### config.mk
export PLATFORM = sky130hd
export DESIGN_NAME = calc1_port_driver
export DESIGN_NICKNAME = d
export VERILOG_FILES = /design/src/rtl/calc1_pkg.sv /design/src/rtl/calc1_sat_counter.sv /design/src/rtl/calc1_port_driver.sv
export SDC_FILE = /design/constraint.sdc
export NUM_CORES = 1
export LEC_CHECK = 0
export ABC_AREA = 1
export CAP_MARGIN = 40
export CORE_MARGIN = 1
export CORE_UTILIZATION = 51
export DETAILED_ROUTE_END_ITERATION = 8
export GPL_TIMING_DRIVEN = 0
export PLACE_DENSITY = 0.86
export SETUP_SLACK_MARGIN = 0.1
export SYNTH_ARGS = -nofsm -noshare
export SYNTH_HDL_FRONTEND = slang
export SYNTH_HIERARCHICAL = 1
export SYNTH_SLANG_ARGS = --single-unit
### constraint.sdc
create_clock -name c_clk -period 3.1 [get_ports c_clk]
set_input_delay 0.465 -clock c_clk [delete_from_list [all_inputs] [get_ports c_clk]]
set_output_delay 0.465 -clock c_clk [all_outputs]
set_load 0.005 [all_outputs]
### src/rtl/calc1_pkg.sv
// Shared calc1 definitions: command/response codes and the port-driver FSM state.
package calc1_pkg;

    localparam logic [0:3] CMD_NOP = 4'd0;
    localparam logic [0:3] CMD_ADD = 4'd1;
    localparam logic [0:3] CMD_SUB = 4'd2;
    localparam logic [0:3] CMD_SHL = 4'd5;
    localparam logic [0:3] CMD_SHR = 4'd6;

    localparam logic [0:1] RESP_NONE   = 2'b00;
    localparam logic [0:1] RESP_OK     = 2'b01;
    localparam logic [0:1] RESP_ERR    = 2'b10;
    localparam logic [0:1] RESP_UNUSED = 2'b11;

    typedef enum logic [2:0] {
        ST_IDLE,
        ST_CMD,
        ST_DATA,
        ST_WAIT,
        ST_DONE
    } calc1_state_e;

endpackage

### src/rtl/calc1_sat_counter.sv
// Saturating up-counter with synchronous clear; holds at all ones instead of wrapping.
module calc1_sat_counter #(
    parameter int W = 16
) (
    input  logic         c_clk,
    input  logic         reset,
    input  logic         inc,
    input  logic         clr,
    output logic [W-1:0] q
);

    always_ff @(posedge c_clk or negedge reset) begin
        if (!reset) begin
            q <= '0;
        end else if (clr) begin
            q <= '0;
        end else if (inc && (q != {W{1'b1}})) begin
            q <= q + {{(W-1){1'b0}}, 1'b1};
        end
    end

endmodule

### src/rtl/calc1_port_driver.sv
// Initiator for one calc1 request port: serialises an operation into the two-cycle
// calc1 request, waits for the response (or a timeout) and hands the result upstream.
module calc1_port_driver
    import calc1_pkg::*;
#(
    parameter int TIMEOUT_CYCLES = 64,
    parameter int CNT_W          = 16
) (
    input  logic             c_clk,
    input  logic             reset,
    // Both op_* and res_* are valid/ready: a transfer happens on a posedge where valid
    // and ready are both high; valid side holds its payload stable until that edge.
    input  logic             op_valid,
    output logic             op_ready,
    input  logic [0:3]       op_cmd,
    input  logic [0:31]      op_data1,
    input  logic [0:31]      op_data2,
    output logic             res_valid,
    input  logic             res_ready,
    output logic [0:1]       res_resp,
    output logic [0:31]      res_data,
    output logic             res_timeout,
    output logic [0:3]       req_cmd_out,
    output logic [0:31]      req_data_out,
    input  logic [0:1]       calc_resp,
    input  logic [0:31]      calc_data,
    output logic             busy,
    output logic [CNT_W-1:0] cnt_issued,
    output logic [CNT_W-1:0] cnt_errors,
    output calc1_state_e     dbg_state
);

    localparam int TW = $clog2(TIMEOUT_CYCLES + 1);

    calc1_state_e  state;
    logic [0:31]   op2_q;
    logic [TW-1:0] tmo_q;
    logic          tmo_last;
    logic          resp_hit;
    logic          err_inc;

    assign dbg_state = state;
    assign tmo_last  = (tmo_q == TW'(TIMEOUT_CYCLES - 1));
    assign resp_hit  = (calc_resp != RESP_NONE);

    // Inside WAIT a response beats a same-cycle timeout; outside WAIT any response is spurious.
    assign err_inc = (state == ST_WAIT) ? (resp_hit ? calc_resp[0] : tmo_last) : resp_hit;

    calc1_sat_counter #(.W(CNT_W)) u_cnt_issued (
        .c_clk (c_clk),
        .reset (reset),
        .inc   (state == ST_CMD),
        .clr   (1'b0),
        .q     (cnt_issued)
    );

    calc1_sat_counter #(.W(CNT_W)) u_cnt_errors (
        .c_clk (c_clk),
        .reset (reset),
        .inc   (err_inc),
        .clr   (1'b0),
        .q     (cnt_errors)
    );

    calc1_sat_counter #(.W(TW)) u_tmo (
        .c_clk (c_clk),
        .reset (reset),
        .inc   (state == ST_WAIT),
        .clr   (state != ST_WAIT),
        .q     (tmo_q)
    );

    always_ff @(posedge c_clk or negedge reset) begin
        if (!reset) begin
            state        <= ST_IDLE;
            op_ready     <= 1'b0;
            busy         <= 1'b0;
            req_cmd_out  <= '0;
            req_data_out <= '0;
            res_valid    <= 1'b0;
            res_resp     <= RESP_NONE;
            res_data     <= '0;
            res_timeout  <= 1'b0;
            op2_q        <= '0;
        end else begin
            case (state)
                ST_IDLE: begin
                    op_ready <= 1'b1;
                    if (op_valid && op_ready) begin
                        op_ready    <= 1'b0;
                        busy        <= 1'b1;
                        op2_q       <= op_data2;
                        res_timeout <= 1'b0;
                        if (op_cmd != CMD_NOP) begin
                            state        <= ST_CMD;
                            req_cmd_out  <= op_cmd;
                            req_data_out <= op_data1;
                        end else begin
                            state     <= ST_DONE;
                            res_valid <= 1'b1;
                            res_resp  <= RESP_NONE;
                            res_data  <= '0;
                        end
                    end
                end
                ST_CMD: begin
                    state        <= ST_DATA;
                    req_cmd_out  <= '0;
                    req_data_out <= op2_q;
                end
                ST_DATA: begin
                    state        <= ST_WAIT;
                    req_data_out <= '0;
                end
                ST_WAIT: begin
                    if (resp_hit) begin
                        state     <= ST_DONE;
                        res_valid <= 1'b1;
                        res_resp  <= calc_resp;
                        res_data  <= calc_data;
                    end else if (tmo_last) begin
                        state       <= ST_DONE;
                        res_valid   <= 1'b1;
                        res_resp    <= RESP_NONE;
                        res_data    <= '0;
                        res_timeout <= 1'b1;
                    end
                end
                ST_DONE: begin
                    if (res_ready) begin
                        state     <= ST_IDLE;
                        res_valid <= 1'b0;
                        busy      <= 1'b0;
                        op_ready  <= 1'b1;
                    end
                end
                default: state <= ST_IDLE;
            endcase
        end
    end

endmodule
==> results of run 1 <==
cell usage after synthesis, drive strengths merged:
| cell | number |
|---|---|
| nand3 | 47 |
| nor3 | 4 |
| o31ai | 1 |
| o21ai | 37 |
| or2 | 2 |
| xor2 | 6 |
| buf | 26 |
| nor2 | 53 |
| clkinv | 1 |
| nand4 | 21 |
| dfrtp | 148 |
| ha | 3 |
| xnor2 | 4 |
| a22oi | 23 |
| o21bai | 5 |
| o21a | 1 |
| clkbuf | 5 |
| conb | 1 |
| a21o | 1 |
| o211ai | 1 |
| inv | 50 |
| nand2 | 440 |
| a21oi | 2 |
worst paths after layout:
check,to,startpoint,slack (ns),depth (start not counted)
setup / recovery,u_cnt_issued/q[2],dbg_state[2],0.74,9
hold / removal,req_data_out[12],reset,0.04,1
setup reg to reg,u_cnt_issued/q[2],dbg_state[2],0.74,9
hold reg to reg,res_data[25],res_data[25],0.47,2
max in group asynchronous,res_data[0],reset,2.24,2
min in group c_clk,res_data[25],res_data[25],0.47,2
worst register-to-register path, stage by stage (launching register included):
cell      delay [ns]
dfrtp_1         0.45
inv_2           0.15
nand3_1         0.09
inv_1           0.19
clkbuf_1        0.51
inv_1           0.10
nor2_1          0.27
buf_2           0.30
nand4_1         0.13
nand2_1         0.09
cell type report:
cell class              count  area (um^2)
clock buffers              24        481.7
plain buffers              31        212.7
clock inverters             8        171.4
repair buffers            215         2171
inverters                  51        196.4
multi-input cells         657         3024
fillers                   972         3272
flip-flops and latches    148         3704
well taps                 176        220.2
state kept, by name, summed over array words and instances (netlist names):
name and count:
busy 1, dbg_state 3, op2_q 32, op_ready 1, req_cmd_out 4, req_data_out 32, res_data 32, res_resp 2
res_timeout 1, res_valid 1, u_cnt_errors/q 16, u_cnt_issued/q 16, u_tmo/q 7
metal layers:
metal	GRT usage (%)	part of all wire, %	vias to the layer above
met2	48.49	48	321
met1	36.17	40	3214
met5	0	0.060	-
li1	-	-	3286
met3	9.268	9.7	45
met4	11.95	2.4	2
through the flow:
step,TNS (ns),total power [mW],std cells,hold slack (ns)
2_1_floorplan,0,4.721,887,0.1694
3_3_place_gp,-650.76,6.258,1277,0.4533
3_5_place_dp,0,6.390,1278,0.4583
4_1_cts,0,8.718,1310,0.04990
5_1_grt,0,9.237,1310,0.09234
6_report,0,8.678,1310,0.04265
power by group through the flow:
stage	clock network (mW)	registers [mW]	logic (mW)
after floorplan	0	2.99	1.73
after global placement	0	2.99	3.27
after detailed placement	0	3.01	3.38
after CTS	2.30	3.00	3.42
after global routing	2.39	3.08	3.77
final	2.27	3.01	3.40
logic make-up (layout without fill, tap and decap cells):
family                     count (synthesis)  after routing  synth area share [%]
and+or+nand+nor                          567            567                 33.63
DFF                                      148            148                 52.03
buffers and inverters                     82            329                 5.748
AOI/OAI and AO/OA                         71             71                 6.785
xor gates and xnor gates                  10             10                 1.230
adders and majority gates                  3              3                0.5274
other                                      1              6               0.05268
==> reports/metrics.yaml, run 1 <==
avgRoutedWirePerCell_um: 15.35
cp_cell_sequence: "inv_2 -> nand3_1 -> inv_1 -> clkbuf_1 -> inv_1 -> nor2_1 -> buf_2 -> nand4_1 -> nand2_1"
slew_headroom_pct: 59.29
cts_tree: "yes"
crit_type: "flip-flop to flip-flop"
grt_pass1_vias: 6735
via_count: 6868
fin_worst_skew_ns: 0.007815
crit_arrival_ns: 2.72
synth_top_area_share_pct: 52.03
drive_gt1_share_pct: 7.848
ys_types: 39
fmax_mhz: 422.9
slowest_stage: "clkbuf_1"
hold_viol_final: 0
crit_path_start_kind: "flip-flop"
tightest_slew_ns: 0.6107
final_area_mm2: 0.01018
drcViolationCount: 0
diodes: 0
die_y_um: 120.1
root_buffer: "clkbuf_16"
drt_pass1_iterations: 5
hold_buffers: 0
dp_hpwl_um: 14320
die_width_um: 120.1
status: "completed"
rows: 42
cp-end-kind: "flip-flop"
fin_nets: 1230
routabilityCongestion: 0.8927
synth_top_area_cell: "dfrtp_1"
dieArea_mm2: 0.01443
p_sw_share_pct: 34.36
pwr-share-comb_pct: 39.2
initial_core_util_pct: 52.91
critPathMostFrequentCell: "inv_1"
track_usage_pct: 29.58
ios: 215
synth.area.top_cells: "dfrtp_1 52%, nand2_1 23%, nand3_1 3.1%"
rsz0062_at_grt: "false"
slew_viol_final: 0
synth_area_mm2: 0.007118
place_ws_ns: 0.8537
powerDensity_mw_per_mm2: 852.4
clockBufferDepth: 2
antenna_found_initial: 1
cp_top_family: "buffers and inverters"
fin_crit_ns: 2.365
power_leakage_nw: 4.952
syn2layout_area_growth_pct: 43.03
drt_iter0_drc: 483
yosys_warnings: 6
syn_inst: 882
ys_ff_latch: 148
pwr-share-seq_pct: 34.6
path_max_fanout: 11
cts-buffers-inserted: 17
final_cell_mix: "430 x nand2_1, 213 x clkdlybuf4s50_1, 148 x dfrtp_1, 44 x nand3_1, 44 x nor2_1"
grt_pass1_wl_um: 32980
cts_resized: 0
core_mm2: 0.01345
critPathBufInv: 5
period_share_pct: 76.29
ant_nets: 0
slowest_delay_ns: 0.51
vdd_ir_drop_max_mv: 0.4858
io_buffers: 214
min_path_type: "input pin to asynchronous set/reset pin"
setup_viol: 0
final.setup.worst_slack_ns: 0.7351
drv_cap: 0
critical_path_required_ns: 3.45
grt.overflow.total: 0
final_common_cell: "nand2_1"
p_int_mw: 5.696
clk-insertion-delay-late_ns: 0.42
grt_max_degree: 84
drt_wl_total_um: 20110
fin_util_pct: 75.68
post-cts-setup-buffer-count: 0
placed_area_mm2: 0.009528
clockPowerShare_pct: 26.2
vias_per_cell: 5.243
yosysSeqAreaShare_pct: 52.03
cts.htree.levels: 4
cts_sinks: 148
clk_pin_slew_worst_paths_ns: 0.06
syn_area_per_cell_um2: 8.070
switchingPower_mw: 2.982
Power figures use the tool's default switching activity.
==> inputs of run 2 (changes only) <==
--- a/config.mk
+++ b/config.mk
@@ -8,10 +8,10 @@
 export ABC_AREA = 1
 export CAP_MARGIN = 40
 export CORE_MARGIN = 1
-export CORE_UTILIZATION = 51
+export CORE_UTILIZATION = 43
 export DETAILED_ROUTE_END_ITERATION = 8
 export GPL_TIMING_DRIVEN = 0
-export PLACE_DENSITY = 0.86
+export PLACE_DENSITY = 0.77
 export SETUP_SLACK_MARGIN = 0.1
 export SYNTH_ARGS = -nofsm -noshare
 export SYNTH_HDL_FRONTEND = slang
==> constraint.sdc (replaced) <==
create_clock -name c_clk -period 2.1 [get_ports c_clk]
set_input_delay 0.315 -clock c_clk [delete_from_list [all_inputs] [get_ports c_clk]]
set_output_delay 0.315 -clock c_clk [all_outputs]
set_load 0.005 [all_outputs]
==> reports/metrics.yaml, run 2 (synthesis results as in run 1) <==
status: "completed"
powerDensity_mw_per_mm2: 1236
drive_gt1_share_pct: 8.707
vias_per_cell: 4.914
drv_cap: 0
grt.overflow.total: 0
largestRegisters: "op2_q x32, req_data_out x32, res_data x32"
final_cell_mix: "430 x nand2_1, 213 x clkdlybuf4s50_1, 144 x dfrtp_1, 44 x nand3_1"
vdd_ir_drop_max_mv: 0.6334
whs_ns: 0.4259
fin_util_pct: 64.15
fin_worst_skew_ns: 0.01119
initial_core_util_pct: 44.49
clk_pin_slew_worst_paths_ns: 0.06
min_path_type: "input pin to flip-flop"
track_usage_pct: 24.11
syn2layout_area_growth_pct: 44.19
fillers: 1413
rsz0062_at_grt: "false"
clockBufferDepth: 2
wl_met1_um: 8343
critPathMostFrequentCell: "inv_1"
dieArea_mm2: 0.01707
via_count: 6654
power_leakage_nw: 4.952
core_mm2: 0.01600
cp-end-kind: "flip-flop"
grt_pass1_wl_um: 31660
setup_viol: 0
io_buffers: 214
path_max_fanout: 11
cts-buffers-inserted: 17
crit_arrival_ns: 2.25
tightest_slew_ns: 0.6845
rows: 46
cts_tree: "yes"
slowest_delay_ns: 0.46
cp_cell_sequence: "inv_2 -> nand3_1 -> inv_1 -> clkbuf_4 -> inv_1 -> nor2_2 -> buf_4 -> nand4_1 -> nand2_1"
fin_nets: 1235
drt_pass1_iterations: 5
drt_wl_total_um: 19780
critPathLaunch: "dbg_state[2]"
fin_crit_ns: 1.896
clk-insertion-delay-late_ns: 0.42
critPathBufInv: 5
critical_path_required_ns: 2.45
hold_viol_final: 0
dr_wl_met2_um: 9342
crit_path_start_kind: "flip-flop"
die_width_um: 130.7
ios: 215
avgRoutedWirePerCell_um: 14.61
hold_path.startpoint: "calc_data[2]"
drt_iter0_drc: 367
crit_type: "flip-flop to flip-flop"
grt_pass1_vias: 6443
final_common_cell: "nand2_1"
cp_top_family: "buffers and inverters"
ant_nets: 0
routabilityCongestion: 0.8552
rr_startpoint: "dbg_state[2]"
slew_headroom_pct: 54.37
root_buffer: "clkbuf_16"
grt_max_degree: 78
fmax_mhz: 527.5
dp_hpwl_um: 14350
antenna_found_initial: 2
cts_sinks: 148
die_y_um: 130.7
slowest_stage: "dfrtp_1"
period_share_pct: 90.27
dr_wl_met3_um: 1807
slew_viol_final: 0
highest_layer: "met5"
drcViolationCount: 0
cts.htree.levels: 4
-- run 2: cell count changes in the layout (fill, tap and decap cells not counted), moves of 2 or more --
cell / delta
buf_4: +5
buf_2: -2
nor2_1: -2
dfrtp_1: -4
clkinvlp_4: +2
clkbuf_1: -2
dfrtp_2: +4
-- run 2: timing repair --
action	4_1_cts	5_1_grt
resized for setup	7	5
hold buffers	1	0
endpoints found under the setup margin	28	24
hold endpoints to repair	71	0
setup buffers	1	3
pin swaps	1	1
-- run 2: per-stage QoR --
stage	total power, mW	instance area [um^2]	cells	setup WS (ns)	TNS (ns)
after detailed placement	9.451	9578	1318	-0.1845	-2.616
after global routing	13.55	10260	1353	0.1066	0
final	12.68	10260	1354	0.2044	0
after floorplan	6.969	7137	887	0.2916	0
after CTS	12.74	10220	1350	0.1093	0
after global placement	9.282	9549	1317	-5.396	-799.29
-- run 2: worst paths after layout --
check	depth (start not counted)	slack, ns	endpoint
max	9	0.20	u_cnt_issued/q[8]
min	3	0.43	res_data[2]
max reg2reg	9	0.20	u_cnt_issued/q[8]
min reg2reg	2	0.47	op2_q[30]
max in group asynchronous	3	0.82	res_data[29]
min in group asynchronous	2	0.47	req_data_out[15]
-- run 2: cell type report --
class / count / area (um^2) / share of cell area (%)
diodes: 1 / 2.502 / 0.02438
plain buffers: 31 / 225.2 / 2.194
clock buffers: 22 / 464.2 / 4.523
clock inverters: 8 / 151.4 / 1.475
inverters: 51 / 196.4 / 1.914
multi-input cells: 657 / 3034 / 29.56
flip-flops and latches: 148 / 3709 / 36.13
well taps: 216 / 270.3 / 2.633
repair buffers: 220 / 2211 / 21.54
-- run 2: tightest hold or removal path, stage by stage --
cell	delay, ns
clkdlybuf4s50_1	0.39
nand2_1	0.06
nand2_1	0.04
-- run 2: per-layer routing --
metal  track usage, %  vias to the layer above
met4            7.505                        2
li1                 -                     3283
met5                0                        -
met3            7.492                       23
met1            29.50                     3081
met2            40.68                      265
-- run 2: power by group --
| group | internal, mW | leakage (nW) | switching (mW) |
|---|---|---|---|
| clock | 2.04 | 0.289 | 1.17 |
| sequential | 3.84 | 1.91 | 0.576 |
| combinational | 2.43 | 2.75 | 2.63 |
